[src/rtl/riscv_tpr_ctrl_pkg.sv]
// Shared definitions for the Tag Propagation Register controller: CSR address,
// CSR operation encoding, FSM states and the CSR read-modify-write helper.
package riscv_tpr_ctrl_pkg;

    localparam logic [11:0] CSR_TPR = 12'h7C0;
    localparam int          TPR_W   = 32;

    // Bit fields of csr_op_i
    localparam int CSR_OP_HIGH = 1;
    localparam int CSR_OP_LOW  = 0;

    typedef enum logic [CSR_OP_HIGH:CSR_OP_LOW] {
        CSR_OP_NONE  = 2'b00,
        CSR_OP_WRITE = 2'b01,
        CSR_OP_SET   = 2'b10,
        CSR_OP_CLEAR = 2'b11
    } csr_op_e;

    typedef enum logic [1:0] {
        TPR_IDLE   = 2'b00,
        TPR_DRAIN  = 2'b01,
        TPR_COMMIT = 2'b10
    } tpr_state_e;

    function automatic logic [TPR_W-1:0] tpr_csr_apply(
        input csr_op_e          op,
        input logic [TPR_W-1:0] base,
        input logic [TPR_W-1:0] wdata
    );
        logic [TPR_W-1:0] res;
        case (op)
            CSR_OP_WRITE: res = wdata;
            CSR_OP_SET:   res = base | wdata;
            CSR_OP_CLEAR: res = base & ~wdata;
            default:      res = base;
        endcase
        return res;
    endfunction

endpackage

[src/rtl/riscv_tpr_ctrl_if.sv]
// CSR access bus between the CSR path (master) and the TPR controller (slave).
interface riscv_tpr_ctrl_if;

    logic                          csr_access_i;
    logic [11:0]                   csr_addr_i;
    riscv_tpr_ctrl_pkg::csr_op_e   csr_op_i;
    logic [31:0]                   csr_wdata_i;
    logic [31:0]                   csr_rdata_o;

    modport master (
        output csr_access_i,
        output csr_addr_i,
        output csr_op_i,
        output csr_wdata_i,
        input  csr_rdata_o
    );

    modport slave (
        input  csr_access_i,
        input  csr_addr_i,
        input  csr_op_i,
        input  csr_wdata_i,
        output csr_rdata_o
    );

endinterface

[src/rtl/riscv_tpr_ctrl.sv]
// Owner of the Tag Propagation Register: CSR writes are staged in pend_q and
// committed to tpr_o only after the pipeline has drained; a lock bit freezes it.
module riscv_tpr_ctrl
    import riscv_tpr_ctrl_pkg::*;
#(
    parameter logic [31:0] TPR_RESET    = 32'h0000_0000,
    parameter logic [31:0] TPR_WMASK    = 32'hFFFF_FFFF,
    parameter int          LOCK_BIT     = 31,
    parameter int          DRAIN_CYCLES = 3
) (
    input  logic                   clk,
    input  logic                   rst,
    riscv_tpr_ctrl_if.slave        csr,
    input  logic                   pipe_empty_i,
    output logic [31:0]            tpr_o,
    output logic                   tpr_stall_o,
    output logic                   tpr_update_o,
    output logic                   tpr_lock_err_o
);

    localparam int              CNT_W    = $clog2(DRAIN_CYCLES + 1);
    localparam logic [CNT_W-1:0] CNT_LOAD = CNT_W'(DRAIN_CYCLES - 1);

    tpr_state_e       state_q;
    logic [31:0]      tpr_q;
    logic [31:0]      pend_q;
    logic [CNT_W-1:0] cnt_q;
    logic             stall_q;
    logic             update_q;
    logic             lock_err_q;

    logic             wr_hit;
    logic             wr_readonly;
    logic             wr_eff;
    logic             locked;
    logic             wr_ok;
    logic [31:0]      base;
    logic [31:0]      new_val;

    function automatic logic [31:0] apply_wmask(input logic [31:0] val);
        return (val & TPR_WMASK) | (TPR_RESET & ~TPR_WMASK);
    endfunction

    assign wr_hit = csr.csr_access_i && (csr.csr_addr_i == CSR_TPR) &&
                    (csr.csr_op_i != CSR_OP_NONE);

    // SET/CLEAR with a zero operand is a pure read and must not start a drain.
    assign wr_readonly = ((csr.csr_op_i == CSR_OP_SET) || (csr.csr_op_i == CSR_OP_CLEAR)) &&
                         (csr.csr_wdata_i == 32'h0);

    assign wr_eff  = wr_hit && !wr_readonly;
    assign locked  = tpr_q[LOCK_BIT];
    assign wr_ok   = wr_eff && !locked;

    // In COMMIT pend_q already equals tpr_q, so either source is correct there.
    assign base    = (state_q != TPR_IDLE) ? pend_q : tpr_q;
    assign new_val = apply_wmask(tpr_csr_apply(csr.csr_op_i, base, csr.csr_wdata_i));

    assign csr.csr_rdata_o = base;
    assign tpr_o           = tpr_q;
    assign tpr_stall_o     = stall_q;
    assign tpr_update_o    = update_q;
    assign tpr_lock_err_o  = lock_err_q;

    always_ff @(posedge clk or posedge rst) begin
        if (rst) begin
            state_q    <= TPR_IDLE;
            tpr_q      <= TPR_RESET;
            pend_q     <= TPR_RESET;
            cnt_q      <= '0;
            stall_q    <= 1'b0;
            update_q   <= 1'b0;
            lock_err_q <= 1'b0;
        end else begin
            lock_err_q <= wr_eff && locked;
            update_q   <= 1'b0;

            case (state_q)
                TPR_IDLE: begin
                    if (wr_ok) begin
                        pend_q  <= new_val;
                        cnt_q   <= CNT_LOAD;
                        state_q <= TPR_DRAIN;
                        stall_q <= 1'b1;
                    end
                end

                TPR_DRAIN: begin
                    if (wr_ok) begin
                        pend_q <= new_val;
                        cnt_q  <= CNT_LOAD;
                    end else if ((cnt_q == '0) && pipe_empty_i) begin
                        // tpr_q moves on this edge so the COMMIT cycle already shows the new policy.
                        tpr_q    <= pend_q;
                        update_q <= 1'b1;
                        state_q  <= TPR_COMMIT;
                    end else if (cnt_q != '0) begin
                        cnt_q <= cnt_q - 1'b1;
                    end
                end

                TPR_COMMIT: begin
                    if (wr_ok) begin
                        pend_q  <= new_val;
                        cnt_q   <= CNT_LOAD;
                        state_q <= TPR_DRAIN;
                    end else begin
                        state_q <= TPR_IDLE;
                        stall_q <= 1'b0;
                    end
                end

                default: begin
                    state_q <= TPR_IDLE;
                    stall_q <= 1'b0;
                end
            endcase
        end
    end

endmodule

[src/flat_wrapper.sv]
// flat-port wrapper written by rule: the top's interface ports become plain ports
module riscv_tpr_ctrl_flat import riscv_tpr_ctrl_pkg::*;
#(
    parameter logic [31:0] TPR_RESET    = 32'h0000_0000,
    parameter logic [31:0] TPR_WMASK    = 32'hFFFF_FFFF,
    parameter int          LOCK_BIT     = 31,
    parameter int          DRAIN_CYCLES = 3
)
  (clk, rst, pipe_empty_i, tpr_o, tpr_stall_o, tpr_update_o, tpr_lock_err_o, csr_csr_access_i, csr_csr_addr_i, csr_csr_op_i, csr_csr_wdata_i, csr_csr_rdata_o);
  riscv_tpr_ctrl_if csr_i ();
  input  logic clk;
  input  logic rst;
  input  logic pipe_empty_i;
  output logic [31:0] tpr_o;
  output logic tpr_stall_o;
  output logic tpr_update_o;
  output logic tpr_lock_err_o;
  input wire logic [$bits(csr_i.csr_access_i)-1:0] csr_csr_access_i;
  input wire logic [$bits(csr_i.csr_addr_i)-1:0] csr_csr_addr_i;
  input wire logic [$bits(csr_i.csr_op_i)-1:0] csr_csr_op_i;
  input wire logic [$bits(csr_i.csr_wdata_i)-1:0] csr_csr_wdata_i;
  output wire logic [$bits(csr_i.csr_rdata_o)-1:0] csr_csr_rdata_o;
  assign csr_i.csr_access_i = csr_csr_access_i;
  assign csr_i.csr_addr_i = csr_csr_addr_i;
  assign csr_i.csr_op_i = csr_csr_op_i;
  assign csr_i.csr_wdata_i = csr_csr_wdata_i;
  assign csr_csr_rdata_o = csr_i.csr_rdata_o;
  riscv_tpr_ctrl #(.TPR_RESET(TPR_RESET), .TPR_WMASK(TPR_WMASK), .LOCK_BIT(LOCK_BIT), .DRAIN_CYCLES(DRAIN_CYCLES)) u_core (.clk(clk), .rst(rst), .csr(csr_i), .pipe_empty_i(pipe_empty_i), .tpr_o(tpr_o), .tpr_stall_o(tpr_stall_o), .tpr_update_o(tpr_update_o), .tpr_lock_err_o(tpr_lock_err_o));
endmodule
[config.mk]
export PLATFORM = sky130hd
export DESIGN_NAME = riscv_tpr_ctrl_flat
export DESIGN_NICKNAME = d
export VERILOG_FILES = /design/src/rtl/riscv_tpr_ctrl_pkg.sv /design/src/rtl/riscv_tpr_ctrl_if.sv /design/src/rtl/riscv_tpr_ctrl.sv /design/src/flat_wrapper.sv
export SDC_FILE = /design/constraint.sdc
export NUM_CORES = 1
export LEC_CHECK = 0
export ABC_AREA = 1
export CORE_MARGIN = 5
export CORE_UTILIZATION = 50
export DETAILED_ROUTE_END_ITERATION = 8
export HOLD_SLACK_MARGIN = 0.05
export PLACE_DENSITY = 0.8
export SLEW_MARGIN = 30
export SYNTH_ARGS = -nofsm -noshare
export SYNTH_HDL_FRONTEND = slang
export SYNTH_SLANG_ARGS = --single-unit
[constraint.sdc]
create_clock -name clk -period 6.2 [get_ports clk]
set_clock_uncertainty 0.15 [all_clocks]
set_input_delay 1.24 -clock clk [delete_from_list [all_inputs] [get_ports clk]]
set_output_delay 1.24 -clock clk [all_outputs]
set_load 0.03 [all_outputs]
[After elaboration in Yosys (flattened, before gate mapping)]
Index checks and enable logic that the tools add are counted.
Widths: inputs -> output; s select.
Storage, ports and cells
  register bits after elaboration: 71
  bits in read-only memories: 0
  memories kept: 0
  latch bits: 0
  bits of input ports: 50
  memory bits (writable): 0
  output and inout bits: 67
  word-level logic and storage cells: 68
Operators by class
  div/mod/pow operators: 0
  muxes and demuxes: 18
  bitwise operators: 5
  $lt $le $gt $ge: 0
  reductions and logical operators: 24
  add/sub/neg operators: 1
  multipliers: 0
  shift-type cells: 0
  equality and inequality tests: 13
Operators by type and width (number)
  $pmux 32 s3: 1
  $and 32x32->32: 1
  $logic_not 32->1: 1
  $mux 32: 1
  $not 32->32: 1
  $or 32x32->32: 1
  $mux 2: 7
  $eq 12x11->1 const B: 1
  $reduce_and 3->1: 3
  $reduce_bool 2->1: 4
  $logic_and 1x1->1: 7
  $eq 2x2->1 const B: 3
  $mux 1: 6
  $ne 2x1->1 const B: 3
  $pmux 2 s3: 1
  $eq 2x1->1 const B: 2
  $logic_not 2->1: 2
  $ne 2x2->1 const B: 2
  $pmux 2 s2: 1
  $reduce_and 4->1: 1
  $ne 3x1->1 const B: 1
  $ne 3x2->1 const B: 1
  $pmux 1 s3: 1
  $reduce_or 3->1: 1
  6 further kinds: 8

[Longest topological paths before layout]
  word-level depth: 8
  gate-level depth with buffers: 12
  gate-level depth less buffers: 11

[Worst setup path after synthesis]
No wires, ideal clock.
  path kind: flip-flop to output port
  start point: register u_core.state_q[0]
  end point: output port csr_csr_rdata_o[31]
  cell stages (with the launch flop): 5
  arrival: 1411 ps
  path buffers: 1
  setup slack: 3399 ps
  data required time: 4810 ps
  path through: dfrtp_1 > nor2_2 > buf_4 > nor2_1 > a21oi_1
Between the ends
  word-level cells in the longest chain between the ends: 2
Ends and longest elaborated chain
  start: declaration: line riscv_tpr_ctrl.sv:24  | tpr_state_e state_q;
  start signal: assignment: line riscv_tpr_ctrl.sv:67  | state_q <= TPR_IDLE;
  start signal: assignment: line riscv_tpr_ctrl.sv:83  | state_q <= TPR_DRAIN;
  start signal: assignment: line riscv_tpr_ctrl.sv:96  | state_q <= TPR_COMMIT;
  $reduce_bool 2->1: line riscv_tpr_ctrl.sv:56  | assign base = (state_q != TPR_IDLE) ? pend_q : tpr_q;
  $mux 32: line riscv_tpr_ctrl.sv:56
  end: declaration: line flat_wrapper.sv:22  | output wire logic [$bits(csr_i.csr_rdata_o)-1:0] csr_csr_rdata_o;
Every way passes these cells.

[Worst setup path in the final report]
Ends and elaborated chain as after synthesis.

==> flow_metrics.tcl <==
set metrics [dict create \
    status "complete, no violations" \
    ys_types 27 \
    detail_route.vias_per_cell 5.468 \
    clock-root-buffer "clkbuf_8" \
    route.detailed.drc 0 \
    p_leak_uw 0.002523 \
    yosysWarningCount 0 \
    crit_path_start_kind "flip-flop" \
    fin_crit_sh_pct 62.22 \
    arrival_ns 2.47 \
    min_path_type "reg -> reg" \
    crit_path_end_kind "output port" \
    place_congestion 0.7941 \
    finalSetupViolations 0 \
    reg2regPathDepth 5 \
    finalMaxSlewViolations 0 \
    period_needed_ns 3.858 \
    synth_seq_cells 71 \
    die_area_sq_um 10010 \
    cts_buffers 9 \
    mappedNetlistArea_sq_um 4053 \
    grt_max_degree 72 \
    drv_cap 0 \
    drt_wl_total_mm 11.11 \
    cts_sinks 71 \
    die_w_um 100.0 \
    crit_cells 5 \
    fmax_mhz 259.2 \
    ys.flop_type "dfrtp_1" \
    cp_top_family "buffers and inverters" \
    syn-num-nets 534 \
    overflow 0 \
    slew_headroom_pct 49.82 \
    min_path_cells 2 \
    numPortBuffers 116 \
    path_max_fanout 22 \
    coreArea_sq_um 7807 \
    drt-pass1-iter-count 5 \
    wl_per_cell_um 15.94 \
    slowest_delay_ns 0.72 \
    initial_core_util_pct 51.91 \
    finalHoldViolations 0 \
    syn_inst 483 \
    dieHeight_um 100.0 \
    ys_seq_area_share_pct 43.84 \
    seq_area_sq_um 1777 \
    grt_use_total_pct 22.61 \
    dp_hpwl_mm 7.716 \
    cts_setup_buffers 0 \
    ctsResizeCount 0 \
    powerDensity_nw_per_um2 176.1 \
    cp.required_ns 4.81 \
    clk_pin_slew_worst_paths_ns 0.08 \
    vias 3811 \
    max-vdd-ir-drop_mv 0.1176 \
    grt_pass1_wl_mm 18.33 \
    diodes 0 \
    crit_path_top_delay_cell "clkdlybuf4s50_1" \
    num_rows 32 \
    drive_gt1_share_pct 15.29 \
    fin_tns_setup_ns 0 \
    h-tree-depth 3 \
    area_growth_pct 34.46 \
    n_fill_cell 614 \
    io_pins 117 \
    cts_tree "yes" \
    crit_type "reg -> out" \
    first_global_vias 3826 \
    crit_path_cell_trace "nor2_4 -> buf_16 -> nor2_1 -> a21oi_1 -> clkdlybuf4s50_1" \
    worst_pin_slew_ns 0.7520 \
    async_flop_share_pct 100.0 \
    synth_edf_count 0 \
    rsz0062_at_grt "false" \
    clk_latency_ns 0.34 \
    dr.first_iter.drc_count 236 \
    fin_hold_ws_ns 0.3268 \
    path_buf_inv 2 \
    ant_nets 0 \
    final_nets 641 \
    cts_max_path_buffers 2 \
    multi_input_area_sq_um 1997 \
    antenna_found_initial 0 \
    cts_hold_buf 0 \
    syn_avg_cell_area_sq_um 8.391 \
]
synthesized netlist by cell type, types with 6 or more instances:
cell type	instances	share of area, %
a22oi_1	32	5.9
buf_4	6	1.1
buf_6	9	2.5
clkbuf_1	9	0.83
dfrtp_1	71	44
inv_1	26	2.4
mux2_2	30	8.3
nand2_1	162	15
nand3_1	14	1.7
nor2_1	39	3.6
o21ai_0	36	4.4
o21ai_2	30	6.5
layer usage:
layer / vias to the layer above / routed length, um / track usage [%]
met3: 22 / 631 / 3.822
met2: 139 / 5599 / 38.64
met4: 0 / 231 / 8.497
met5: - / 0 / 0
met1: 1828 / 4649 / 28.77
li1: 1822 / - / -
placed cells by master, fill, tap and decap left out, types with 14 or more instances in the layout:
cell / n
inv_1: 25
nor2_1: 39
a22oi_1: 32
clkdlybuf4s50_1: 116
o21ai_0: 36
dfrtp_1: 71
nand3_1: 14
o21ai_2: 30
nand2_1: 162
mux2_2: 30
worst register-to-register path, stage by stage (launching register included):
cell     delay (ns)
dfrtp_1        0.45
nor2_4         0.44
buf_16         0.24
mux2_2         0.39
a22oi_1        0.20
o21ai_2        0.08
layout make-up:
type | instances | area share, %
clock buffer | 13 | 3.100
tap | 102 | 2.342
inverter | 29 | 2.044
timing repair buffer | 120 | 22.53
sequential | 71 | 32.61
multi-input combinational | 359 | 36.65
clock inverter | 3 | 0.7348
through the flow:
step           setup WS [ns]  instance area (sq um)  power, uW  utilization, %  cells
6_report               2.342                   5449      959.4           69.79    697
3_3_place_gp           2.422                   5189      573.8           66.46    679
3_5_place_dp           2.492                   5209      575.6           66.71    680
5_1_grt                2.223                   5449      993.2           69.79    697
2_1_floorplan          3.013                   4053      522.8               -    483
4_1_cts                2.100                   5418      963.2           69.39    696
kinds of logic (layout without fill, tap and decap cells):
logic type | Yosys count | after routing | share of synthesized area, %
AND/OR/NAND/NOR | 226 | 226 | 22.88
AO/OA/AOI/OAI | 101 | 101 | 17.23
flip-flops | 71 | 71 | 43.84
buffers and inverters | 53 | 165 | 7.194
multiplexers | 30 | 30 | 8.336
adder cells (fa/ha/maj) | 1 | 1 | 0.3087
XOR/XNOR | 1 | 1 | 0.2162
power breakdown:
group	switching, uW	internal (uW)	leakage, uW	total [uW]
combinational	56.0	46.5	0.00142	103
sequential	0.710	464	0.000991	464
clock	174	218	0.000109	392
flip-flops by register name, summed over array words and instances (netlist names):
register and cells:
u_core.pend_q 32, u_core.tpr_o 32, u_core.cnt_q 2, u_core.state_q 2
u_core.tpr_lock_err_o 1, u_core.tpr_stall_o 1, u_core.tpr_update_o 1
final timing paths:
| kind | startpoint | end | slack, ns |
|---|---|---|---|
| worst max-delay path | u_core.state_q[0] | csr_csr_rdata_o[31] | 2.34 |
| worst min-delay path | u_core.cnt_q[1] | u_core.cnt_q[1] | 0.33 |
| worst max register to register | u_core.state_q[0] | u_core.pend_q[12] | 4.14 |
| worst min register to register | u_core.cnt_q[1] | u_core.cnt_q[1] | 0.33 |
| max in group asynchronous | rst | u_core.pend_q[29] | 4.20 |
| min in group asynchronous | rst | u_core.tpr_o[3] | 1.20 |
No activity file was read; power rests on OpenSTA's default activity.
